<file path="src/rtl/hazard_forward_unit.sv">
// hazard_forward_unit
// Decode-side hazard unit. A shift-register tag pipe records the in-flight
// register writers; each source operand picks the youngest matching producer
// to forward from. Load-use hazards stall decode through a small counting FSM,
// and every stall cycle is tallied in a saturating performance counter.
module hazard_forward_unit #(
    parameter int  REG_ADDR_W = 4,
    parameter int  NUM_SRC    = 2,
    parameter int  FWD_DEPTH  = 3,
    parameter int  LOAD_LAT   = 1,
    localparam int SEL_W      = $clog2(FWD_DEPTH + 1)
) (
    input  logic                          clk,
    input  logic                          rst_n,
    input  logic                          id_valid,
    input  logic [NUM_SRC*REG_ADDR_W-1:0] id_rs,
    input  logic [NUM_SRC-1:0]            id_rs_used,
    input  logic [REG_ADDR_W-1:0]         id_rd,
    input  logic                          id_regwrite,
    input  logic                          id_memread,
    input  logic                          flush,
    output logic [NUM_SRC*SEL_W-1:0]      fwd_sel,
    output logic                          stall,
    output logic                          bubble,
    output logic [15:0]                   perf_stall_cnt
);

    localparam int TAG_W = REG_ADDR_W + 3;

    typedef struct packed {
        logic                  vld;
        logic [REG_ADDR_W-1:0] rd;
        logic                  wr;
        logic                  ld;
    } tag_t;

    typedef enum logic [0:0] {
        ST_RUN   = 1'b0,
        ST_STALL = 1'b1
    } state_t;

    tag_t               tag_r [1:FWD_DEPTH];
    tag_t               tag_in_s;
    state_t             state_r;
    state_t             state_nxt_s;
    logic [SEL_W-1:0]   cnt_r;
    logic [SEL_W-1:0]   cnt_nxt_s;
    logic [15:0]        perf_r;
    logic [FWD_DEPTH:1] match_s [NUM_SRC];
    logic [FWD_DEPTH:1] any_match_s;
    logic [SEL_W-1:0]   youngest_s [NUM_SRC];
    logic               hazard_s;
    logic [SEL_W-1:0]   kh_s;
    logic [SEL_W-1:0]   load_wait_s;
    logic               stall_s;

    // Compare every source operand against every tracked producer; youngest match wins
    always_comb begin
        any_match_s = {FWD_DEPTH{1'b0}};
        for (int i = 0; i < NUM_SRC; i++) begin
            match_s[i]    = {FWD_DEPTH{1'b0}};
            youngest_s[i] = {SEL_W{1'b0}};
            for (int k = FWD_DEPTH; k >= 1; k--) begin
                match_s[i][k] = tag_r[k].vld & tag_r[k].wr & id_rs_used[i]
                              & (tag_r[k].rd == id_rs[i*REG_ADDR_W +: REG_ADDR_W])
                              & (id_rs[i*REG_ADDR_W +: REG_ADDR_W] != {REG_ADDR_W{1'b0}});
                youngest_s[i] = match_s[i][k] ? SEL_W'(k) : youngest_s[i];
            end
            any_match_s = any_match_s | match_s[i];
        end
    end

    // Youngest load producer whose data is not yet forwardable
    always_comb begin
        hazard_s = 1'b0;
        kh_s     = {SEL_W{1'b0}};
        for (int k = FWD_DEPTH; k >= 1; k--) begin
            hazard_s = hazard_s | (any_match_s[k] & tag_r[k].ld & (k <= LOAD_LAT));
            kh_s     = (any_match_s[k] && tag_r[k].ld && (k <= LOAD_LAT)) ? SEL_W'(k) : kh_s;
        end
        load_wait_s = SEL_W'(LOAD_LAT) - kh_s;
    end

    // Load-use stall control: stall request, next state and remaining stall count
    always_comb begin
        state_nxt_s = state_r;
        cnt_nxt_s   = cnt_r;
        stall_s     = 1'b0;
        case (state_r)
            ST_RUN: begin
                stall_s = hazard_s & id_valid & ~flush;
                if (stall_s && (load_wait_s != {SEL_W{1'b0}})) begin
                    state_nxt_s = ST_STALL;
                    cnt_nxt_s   = load_wait_s;
                end else begin
                    state_nxt_s = ST_RUN;
                    cnt_nxt_s   = cnt_r;
                end
            end
            ST_STALL: begin
                stall_s   = ~flush;
                cnt_nxt_s = cnt_r - SEL_W'(1'b1);
                if (cnt_r == SEL_W'(1'b1)) begin
                    state_nxt_s = ST_RUN;
                end else begin
                    state_nxt_s = ST_STALL;
                end
            end
            default: begin
                stall_s     = 1'b0;
                state_nxt_s = ST_RUN;
                cnt_nxt_s   = {SEL_W{1'b0}};
            end
        endcase
        // A redirect abandons any pending load-use wait
        state_nxt_s = flush ? ST_RUN : state_nxt_s;
        cnt_nxt_s   = flush ? {SEL_W{1'b0}} : cnt_nxt_s;
    end

    // Entry offered to tag stage 1; squashed while flushing or stalling
    always_comb begin
        if (flush || stall_s) begin
            tag_in_s = {TAG_W{1'b0}};
        end else begin
            tag_in_s = {id_valid, id_rd, id_regwrite & (id_rd != {REG_ADDR_W{1'b0}}), id_memread};
        end
    end

    // Tag pipe: stage 1 captures the decode slot, older stages shift down
    always_ff @(posedge clk or negedge rst_n) begin
        if (!rst_n) begin
            for (int k = 1; k <= FWD_DEPTH; k++) begin
                tag_r[k] <= {TAG_W{1'b0}};
            end
        end else begin
            tag_r[1] <= tag_in_s;
            for (int k = 2; k <= FWD_DEPTH; k++) begin
                tag_r[k] <= tag_r[k-1];
            end
        end
    end

    // Stall FSM state and remaining-cycle counter
    always_ff @(posedge clk or negedge rst_n) begin
        if (!rst_n) begin
            state_r <= ST_RUN;
            cnt_r   <= {SEL_W{1'b0}};
        end else begin
            state_r <= state_nxt_s;
            cnt_r   <= cnt_nxt_s;
        end
    end

    // Saturating count of stall cycles
    always_ff @(posedge clk or negedge rst_n) begin
        if (!rst_n) begin
            perf_r <= 16'h0000;
        end else if (stall_s && (perf_r != 16'hFFFF)) begin
            perf_r <= perf_r + 16'h0001;
        end else begin
            perf_r <= perf_r;
        end
    end

    // Forward selects are suppressed while stalling or for an empty decode slot
    always_comb begin
        fwd_sel = {(NUM_SRC*SEL_W){1'b0}};
        for (int i = 0; i < NUM_SRC; i++) begin
            fwd_sel[i*SEL_W +: SEL_W] = (stall_s || !id_valid) ? {SEL_W{1'b0}} : youngest_s[i];
        end
    end

    assign stall          = stall_s;
    assign bubble         = stall_s & ~flush;
    assign perf_stall_cnt = perf_r;

endmodule
</file>
<file path="config.mk">
export PLATFORM = sky130hd
export DESIGN_NAME = hazard_forward_unit
export DESIGN_NICKNAME = d
export VERILOG_FILES = /design/src/rtl/hazard_forward_unit.sv
export SDC_FILE = /design/constraint.sdc
export NUM_CORES = 1
export LEC_CHECK = 0
export ABC_AREA = 1
export CAP_MARGIN = 10
export CORE_ASPECT_RATIO = 0.6
export CORE_MARGIN = 4
export CORE_UTILIZATION = 47
export CTS_CLUSTER_DIAMETER = 100
export DETAILED_ROUTE_END_ITERATION = 8
export PLACE_DENSITY = 0.79
export SYNTH_ARGS = -nofsm -noshare
export SYNTH_HDL_FRONTEND = slang
export SYNTH_SLANG_ARGS = --single-unit
</file>
<file path="constraint.sdc">
create_clock -name clk -period 1.41 [get_ports clk]
set_input_delay 0.3525 -clock clk [delete_from_list [all_inputs] [get_ports clk]]
set_output_delay 0.3525 -clock clk [all_outputs]
set_load 0.02 [all_outputs]
</file>
==> results of run 1 <==
==> Yosys cell counts, drive strengths merged <==
cell type | n | area, um2
a21oi | 3 | 15.0
buf | 3 | 36.3
dfrtp | 38 | 951
ha | 2 | 25.0
inv | 36 | 135
nand2 | 103 | 464
nand2b | 1 | 6.26
nand3 | 32 | 160
nand4 | 4 | 40.0
nor2 | 38 | 148
nor3 | 9 | 50.1
o2111ai | 2 | 17.5
o21ai | 2 | 10.0
or2 | 2 | 12.5
xnor2 | 9 | 78.8
xor2 | 14 | 123
==> routing by layer <==
metal	share of wire	GRT usage	up-vias
met5	0	0	-
met2	0.44	0.433	175
met3	0.087	0.0680	53
met4	0.055	0.0966	0
met1	0.42	0.365	1183
li1	-	-	1144
==> state kept, by name, indices dropped and copies added, names as in the netlist <==
signal / count
perf_stall_cnt: 16
cnt_r: 2
tag_r: 19
state_r: 1
==> worst max-delay path: stages, from the launching register on <==
cell and delay [ns]:
dfrtp_1 0.44, inv_1 0.09, nand2_1 0.10, nand2_1 0.07, nor2_1 0.14, nand3_2 0.11
nand2_2 0.10, nand2_4 0.06, buf_4 0.17, nand2_8 0.07, buf_6 0.11
==> repair_timing <==
action	in CTS	in global routing
gates cloned	1	0
endpoints found under the setup margin	45	44
gates resized for setup	94	47
pin swaps	4	5
buffers inserted	5	13
==> worst min path at each step <==
| stage | startpoint | end | slack [ns] | cells past startpoint |
|---|---|---|---|---|
| after detailed placement | rst_n | perf_stall_cnt[15]$_DFFE_PN0P_ | 0.33 | 2 |
| after floorplan | rst_n | cnt_r[0]$_DFFE_PN0P_ | 0.06 | 0 |
| final | rst_n | perf_stall_cnt[11]$_DFFE_PN0P_ | -0.02 | 2 |
| after global placement | rst_n | perf_stall_cnt[15]$_DFFE_PN0P_ | 0.33 | 2 |
| after CTS | rst_n | perf_stall_cnt[15]$_DFFE_PN0P_ | 0.0008 | 2 |
| after global routing | rst_n | cnt_r[1]$_DFFE_PN0P_ | 0.01 | 2 |
==> kinds of logic after synthesis <==
family                     after synthesis
and+or+nand+nor                        189
DFF                                     38
adders and majority gates                2
buffers and inverters                   39
xor gates and xnor gates                23
AOI/OAI and AO/OA                        7
==> stage by stage <==
stage	worst slack (ns)	area (um2)	hold slack (ns)
global placement	-1.35	3200	0.332
detailed placement	-1.41	3200	0.334
floorplan	-0.149	2420	0.0569
CTS	-0.636	3450	0.000779
finish	-0.727	3550	-0.0151
global route	-0.795	3550	0.0128
==> power groups by stage <==
stage	combinational (mW)	sequential (mW)	clock, mW
2_1_floorplan	0.108	1.16	0
3_3_place_gp	0.253	1.16	0
3_5_place_dp	0.255	1.17	0
4_1_cts	0.253	1.14	1.16
5_1_grt	0.297	1.15	1.20
6_report	0.272	1.15	1.17
==> final cells by class <==
cell class | instances | share of cell area
well taps | 63 | 0.0222
clock inverters | 3 | 0.0194
repair buffers | 102 | 0.249
clock buffers | 5 | 0.0194
flip-flops and latches | 38 | 0.271
multi-input cells | 222 | 0.381
inverters | 36 | 0.0380
==> flow_summary.yaml, run 1 <==
place:
  dp.cells: 442
  dp_hpwl_um: 4860
  gp_congestion: 0.910
  port-buffer-count: 41
synth:
  syn_nets: 320
  synth_top_family_by_area: "simple AND/OR/NAND/NOR gates"
  syn_avg_cell_area_um2: 7.62
  synth_mux_area_frac: 0
  synth_compound_area_frac: 0.0187
  yosys_register_bits: 38
  yosysUniqueCellTypes: 25
  yosysSeqAreaShare: 0.419
  yosys.area_share.simple: 0.388
  yosys_warnings: 0
  netlist_area_um2: 2270
  synth_fa_ha_area_frac: 0.0110
  syn_inst: 298
  synth_xor_area_frac: 0.0887
power_and_ir_drop:
  p_sw_frac: 0.248
  total_power_mw: 2.59
  vdd_drop_max_v: 0.000466
  p_int_mw: 1.95
  p_sw_uw: 641
  seq_power_share: 0.444
  cellPowerDensity_nw_per_um2: 729
  clkPwrFrac: 0.451
  leakagePower_nw: 1.77
  pwr-share-comb: 0.105
sta:
  fin_crit_ns: 2.14
  finalMaxSlewViolations: 0
  setup_viol: 29
  timing_hold_violations_final: 21
  fin_crit_sh: 1.52
  finalSetupTns_ns: -12.95
  finClkSkew_ns: 0.00932
  hold_slack_ns: -0.0151
  rsz0062_at_grt: "true"
  finalWorstSetupSlack_ns: -0.727
  tightest_slew_ns: 0.408
  relSlewSlack: 0.726
  fmax_mhz: 468
layout:
  final_nets: 427
  syn_to_final_growth_pct: 56.4
  seq_area_um2: 965
  antennaDiodeCount: 0
  drive_gt1_frac: 0.399
  multi_input_area_um2: 1350
  final_common_cell: "nand2_1"
  utilization: 0.770
  fillCellCount: 304
  layoutNonFillerInstCount: 469
  final_cell_mix: "nand2_1, buf_4, inv_1"
route:
  ant_nets: 0
  routedWlPerCell_um: 18.2
  vias_per_cell: 5.45
  drc: 0
  num_vias: 2555
  drtIter0Drc: 365
  wirelength_um: 8530
  drt-pass1-iter-count: 5
setup_path:
  cp_max_fo: 4
  r2r_setup_slack_ns: -0.46
  r2r_cells: 13
  timing.rr.end: "perf_stall_cnt[10]$_DFFE_PN0P_"
  cp.required_ns: 1.06
  cp-startpoint: "tag_r[16]$_DFF_PN0_"
  cp.arrival_ns: 1.78
  worstReg2RegStart: "tag_r[16]$_DFF_PN0_"
  startpoint_type: "flop"
  endpoint_kind: "primary output"
  setup.worst_path.class: "flop to primary output"
  setup.worst_path.end: "stall"
clock_network:
  cts_tree: "built"
  cts_hold_buf: 0
  clk_pin_slew_ns: 0.09
  clk_path_buf_depth: 2
  root_buffer: "clkbuf_8"
  clkLatencyLatePin_ns: 0.31
  htree_levels: 2
  clock-sinks: 38
  numCtsBuffers: 5
global_routing:
  grt_pass1_wl_um: 12400
  grt_use_total: 0.270
  grt_max_degree: 39
  grt_overflow: 0
  antenna_found_initial: 0
  first_global_vias: 2437
die:
  die_y_um: 61.9
  start_util: 0.493
  fp.dieW_um: 97.8
  core_area_um2: 4610
  die-area_um2: 6050
  pin_count: 42
  rows: 19
min_path:
  min-delay-path-class: "primary input to asynchronous set/reset pin"
status:
  violations: "hold timing, setup timing"
  status: "complete, but fails checks"
flow_run:
  drv_cap: 0
Note: power is estimated with default switching activity, not from simulation.
==> run 2: changes to the inputs <==
CORE_UTILIZATION = 57   (was 47)
CTS_CLUSTER_DIAMETER = unset   (was 100)
DONT_BUFFER_PORTS = 1   (was unset)
PLACE_DENSITY = 0.83   (was 0.79)
==> run 2 against run 1 <==
The run ends with setup timing left; combinational power fell by 28%; fmax rose by 3.4%; clock-buffer cell count grew 1; via count is 4.7% lower; highest routed layer unchanged.
==> flow_summary.yaml, run 2 (synthesized netlist as in run 1, its figures left out) <==
setup_path:
  r2r_cells: 12
  timing.rr.end: "perf_stall_cnt[0]$_DFFE_PN0P_"
  cp_common_cell: "nand2_2"
  crit_chain: "xor2_1, nor2_2, nand2_2, nand2_2, nand2_4, nand3_4, nor2_4"
  worstReg2RegStart: "tag_r[16]$_DFF_PN0_"
  startpoint_type: "flop"
  endpoint_kind: "primary output"
  slowest_delay_ns: 0.46
  r2r_setup_slack_ns: -0.35
  setup.worst_path.class: "flop to primary output"
  cp.arrival_ns: 1.72
  cp.required_ns: 1.06
  cpMaxStageDelayCell: "dfrtp_1"
  cp_max_fo: 4
clock_network:
  clk_pin_slew_ns: 0.07
  root_buffer: "clkbuf_8"
  clkLatencyLatePin_ns: 0.32
  clock-sinks: 38
  htree_levels: 2
  numCtsBuffers: 5
  cts_tree: "built"
  clk_path_buf_depth: 2
global_routing:
  top_usage_layer: "met2"
  antenna_found_initial: 0
  grt_max_degree: 39
  grt_use_met1: 0.418
  grt_use_total: 0.311
  grt_overflow: 0
  grt_util_met3: 0.125
  use_met2: 0.468
  first_global_vias: 2342
  grt_pass1_wl_um: 11600
die:
  fp.dieW_um: 89.5
  core_area_um2: 3740
  die_y_um: 56.9
  start_util: 0.607
  pin_count: 42
  rows: 17
  die-area_um2: 5090
layout:
  final_cell_mix: "nand2_1, buf_4, inv_1"
  final_common_cell: "nand2_1"
  syn_to_final_growth_pct: 40.1
  fillCellCount: 184
  drive_gt1_frac: 0.397
  largest_reg_flops: 19
  layoutNonFillerInstCount: 400
  top_register: "tag_r"
  antennaDiodeCount: 0
  final_nets: 374
sta:
  finalMaxSlewViolations: 0
  tightest_slew_ns: 0.379
  finalSetupTns_ns: -9.23
  finClkSkew_ns: 0.00972
  rsz0062_at_grt: "true"
  fmax_mhz: 484
  fin_crit_sh: 1.47
  fin_crit_ns: 2.07
  finalWorstSetupSlack_ns: -0.658
  relSlewSlack: 0.747
  timing_hold_violations_final: 0
  hold_slack_ns: 0.139
  setup_viol: 29
power_and_ir_drop:
  leakagePower_nw: 1.53
  vdd_drop_max_v: 0.00106
  cellPowerDensity_nw_per_um2: 799
  total_power_mw: 2.55
place:
  dp_hpwl_um: 4530
  port-buffer-count: 0
  dp_slack_ns: -0.271
  dp.cells: 383
  gp_congestion: 0.949
min_path:
  hold_depth: 2
  hold_end: "tag_r[14]$_DFF_PN0_"
  min_from: "id_memread"
  min-delay-path-class: "primary input to flop"
route:
  ant_nets: 0
  drc: 0
  drtIter0Drc: 349
  num_vias: 2434
  vias_per_cell: 6.09
  routedWlPerCell_um: 20.7
  drt-pass1-iter-count: 5
  wirelength_um: 8270
flow_run:
  drv_cap: 0
status:
  violations: "setup timing"
  status: "complete, but fails checks"
## run 2: repair_timing
item / 4_1_cts / 5_1_grt
hold buffers: 2 / 0
cloned: 2 / 0
endpoints found under the hold margin: 38 / 0
setup endpoints to repair: 28 / 31
setup buffers: 4 / 1
gates resized for setup: 20 / 30
pin swaps: 11 / 24
## run 2: critical path: cells and delay by family, from the launching register on
kind | cells | cell delay, ns
xor gates and xnor gates | 1 | 0.23
DFF | 1 | 0.46
and+or+nand+nor | 6 | 0.72
## run 2: cell type report
type                    instances  area (um2)  area share
clock buffers                   6        82.6      0.0259
clock inverters                 2        60.1      0.0189
repair buffers                 48         419       0.132
flip-flops and latches         38         963       0.303
multi-input cells             223        1470       0.460
inverters                      36         135      0.0424
well taps                      47        58.8      0.0185
## run 2: power breakdown
part	switching, mW	total (mW)	internal, mW
combinational	0.118	0.195	0.0762
clock	0.450	1.20	0.755
sequential	0.0286	1.15	1.12
## run 2: worst max-delay path by stage
stage	cells past startpoint	slack (ns)	end	startpoint
final	7	-0.66	fwd_sel[1]	tag_r[16]$_DFF_PN0_
after CTS	7	-0.55	fwd_sel[2]	tag_r[16]$_DFF_PN0_
after detailed placement	7	-0.27	fwd_sel[1]	tag_r[5]$_DFF_PN0_
after global routing	10	-0.78	fwd_sel[0]	tag_r[19]$_DFF_PN0_
after floorplan	7	-0.15	fwd_sel[0]	tag_r[16]$_DFF_PN0_
after global placement	7	-0.23	fwd_sel[2]	tag_r[16]$_DFF_PN0_
## run 2: routing by layer
metal	share of wire	vias up
met3	0.12	38
met5	0	-
met1	0.39	1157
met2	0.45	202
li1	-	1037
met4	0.038	0
## run 2: per-stage QoR
step / util / cell area, um2
6_report: 0.851 / 3180
5_1_grt: 0.851 / 3180
4_1_cts: 0.816 / 3060
3_5_place_dp: 0.734 / 2750
3_3_place_gp: 0.734 / 2750
2_1_floorplan: - / 2420
==> run 3: changes to the inputs <==
ABC_AREA = 0   (was 1)
CORE_UTILIZATION = 56   (was 57)
PLACE_DENSITY = 0.82   (was 0.83)
==> run 3 against run 2 <==
The run still ends with setup timing left; synthesized cell count shrank 48%; sequential power is essentially flat; critical path depth rose by 3; worst hold slack lost 0.035 ns; total power increased by 0.25%.
==> flow_summary.yaml, run 3 <==
sta:
  tightest_slew_ns: 0.432
  fmax_mhz: 415
  fin_crit_ns: 2.41
  finalSetupTns_ns: -24.77
  fin_crit_sh: 1.71
  hold_slack_ns: 0.104
  rsz0062_at_grt: "true"
  setup_viol: 29
  timing_hold_violations_final: 0
  relSlewSlack: 0.712
  finClkSkew_ns: 0.00641
  finalWorstSetupSlack_ns: -1.00
  finalMaxSlewViolations: 0
place:
  port-buffer-count: 0
  postPlaceCellArea_um2: 2290
  dp_hpwl_um: 3470
  gp_congestion: 0.797
  dp_slack_ns: -0.714
clock_network:
  root_buffer: "clkbuf_8"
  numCtsBuffers: 5
  clk_path_buf_depth: 2
  clkLatencyLatePin_ns: 0.30
  clk_pin_slew_ns: 0.08
  htree_levels: 2
  clock-sinks: 38
  cts_tree: "built"
layout:
  final_cell_mix: "buf_4, dfrtp_1, xnor2_1"
  largest_reg_flops: 19
  design_area_um2: 2740
  utilization: 0.912
  fillCellCount: 111
  syn_to_final_growth_pct: 49.8
  antennaDiodeCount: 0
  final_common_cell: "buf_4"
  final_nets: 232
  top_register: "tag_r"
  drive_gt1_frac: 0.502
setup_path:
  cpMaxStageDelayCell: "dfrtp_2"
  cp.arrival_ns: 2.60
  crit_chain: "xnor2_2, nand3_2, nor4_4, o211ai_1, buf_4, a211oi_4, buf_4, buf_12, nand4_4, xnor2_2"
  r2r_cells: 10
  startpoint_type: "flop"
  critPathBufInv: 3
  worstReg2RegStart: "tag_r[19]$_DFF_PN0_"
  timing.rr.end: "perf_stall_cnt[14]$_DFFE_PN0P_"
  endpoint_kind: "flop"
  cpLargestDelayFamily: "simple AND/OR/NAND/NOR gates"
  cp_max_fo: 8
  cp.required_ns: 1.60
  setup.worst_path.class: "flop to flop"
  r2r_setup_slack_ns: -1.0
  slowest_delay_ns: 0.47
route:
  wirelength_um: 6640
  num_vias: 1628
  vias_per_cell: 6.43
  drc: 0
  drt-pass1-iter-count: 4
  ant_nets: 0
  drtIter0Drc: 99
  routedWlPerCell_um: 26.2
global_routing:
  grt_use_total: 0.329
  grt_overflow: 0
  antenna_found_initial: 0
  grt_max_degree: 39
  grt_pass1_wl_um: 9660
  first_global_vias: 1631
die:
  die-area_um2: 4270
  start_util: 0.609
  pin_count: 42
  rows: 15
  core_area_um2: 3000
  die_y_um: 52.3
  fp.dieW_um: 81.8
status:
  status: "complete, but fails checks"
  violations: "setup timing"
synth:
  yosysUniqueCellTypes: 32
  synth_top_area_frac: 0.520
  syn_avg_cell_area_um2: 11.9
  netlist_area_um2: 1830
  synthFlopType: "dfrtp_1"
  synthTopCellsByArea: "dfrtp_1, xnor2_1, xor2_1, nand4_1, and2_1"
  synth.most_common_cell: "dfrtp_1"
  synth_edf_count: 0
  synth_common_cells: "dfrtp_1, xnor2_1, xor2_1"
  async_flop_share: 1.00
  yosys.area.top_type: "dfrtp_1"
  syn_inst: 154
  yosys_warnings: 0
  syn_nets: 176
  yosysSeqAreaShare: 0.520
  yosys_register_bits: 38
min_path:
  min-delay-path-class: "primary input to flop"
  min_from: "flush"
  hold_end: "cnt_r[1]$_DFFE_PN0P_"
  hold_depth: 1
flow_run:
  drv_cap: 0
power_and_ir_drop:
  cellPowerDensity_nw_per_um2: 932
  leakagePower_nw: 1.30
  vdd_drop_max_v: 0.000858
-- run 3: cells by family (layout without fill, tap and decap cells) --
| family | after synthesis | after routing | synth area share |
|---|---|---|---|
| fa+ha+maj | 2 | 2 | 0.0137 |
| buf+inv | 4 | 61 | 0.0123 |
| xor+xnor | 40 | 40 | 0.196 |
| compound gates | 10 | 10 | 0.0438 |
| flops | 38 | 38 | 0.520 |
| mux | 2 | 2 | 0.0116 |
| simple gates | 58 | 58 | 0.203 |
-- run 3: cell type report --
class	count	area, um2	share of cell area
Tap cell	42	52.6	0.0192
Timing Repair Buffer	51	425	0.155
Clock inverter	3	68.8	0.0251
Multi-Input combinational cell	112	1160	0.424
Inverter	2	7.51	0.00274
Sequential cell	38	955	0.349
Clock buffer	5	68.8	0.0251
-- run 3: how the worst max path moves through the flow --
stage / start / end / slack, ns / cells past startpoint
4_1_cts: tag_r[19]$_DFF_PN0_ / fwd_sel[1] / -0.91 / 9
6_report: tag_r[19]$_DFF_PN0_ / perf_stall_cnt[14]$_DFFE_PN0P_ / -1.0 / 10
2_1_floorplan: tag_r[16]$_DFF_PN0_ / perf_stall_cnt[14]$_DFFE_PN0P_ / -0.66 / 8
3_5_place_dp: tag_r[19]$_DFF_PN0_ / perf_stall_cnt[5]$_DFFE_PN0P_ / -0.71 / 8
3_3_place_gp: tag_r[18]$_DFF_PN0_ / perf_stall_cnt[1]$_DFFE_PN0P_ / -0.60 / 6
5_1_grt: tag_r[19]$_DFF_PN0_ / perf_stall_cnt[14]$_DFFE_PN0P_ / -1.10 / 10
-- run 3: what timing repair did --
action | 4_1_cts | 5_1_grt
buffers inserted | 5 | 9
gates resized for setup | 25 | 20
gates cloned | 1 | 0
pin swaps | 29 | 19
setup endpoints to repair | 29 | 29
hold buffers | 2 | 0
endpoints found under the hold margin | 38 | 0
-- run 3: report_power, final --
group,total (mW),internal [mW],switching (mW),leakage [nW]
registers,1.17,1.13,0.0409,0.504
logic,0.266,0.132,0.134,0.732
clock network,1.12,0.709,0.409,0.0683
-- run 3: worst register-to-register path, stage by stage (launching register included) --
cell and delay, ns:
dfrtp_2 0.47, xnor2_2 0.20, nand3_2 0.12, nor4_4 0.35, o211ai_1 0.19, buf_4 0.18
a211oi_4 0.24, buf_4 0.17, buf_12 0.15, nand4_4 0.10, xnor2_2 0.14
-- run 3: metrics by stage --
stage / power (mW) / cells
floorplan: 1.30 / 154
global placement: 1.35 / 232
detailed placement: 1.36 / 232
CTS: 2.51 / 248
global route: 2.62 / 253
finish: 2.55 / 253
-- run 3: per-layer routing --
metal  global-route usage  vias up  share of wire
met4                0.188        0          0.030
met1                0.440      805           0.40
met5                    0        -              0
met3                0.107       26           0.11
li1                     -      652              -
met2                0.469      145           0.46
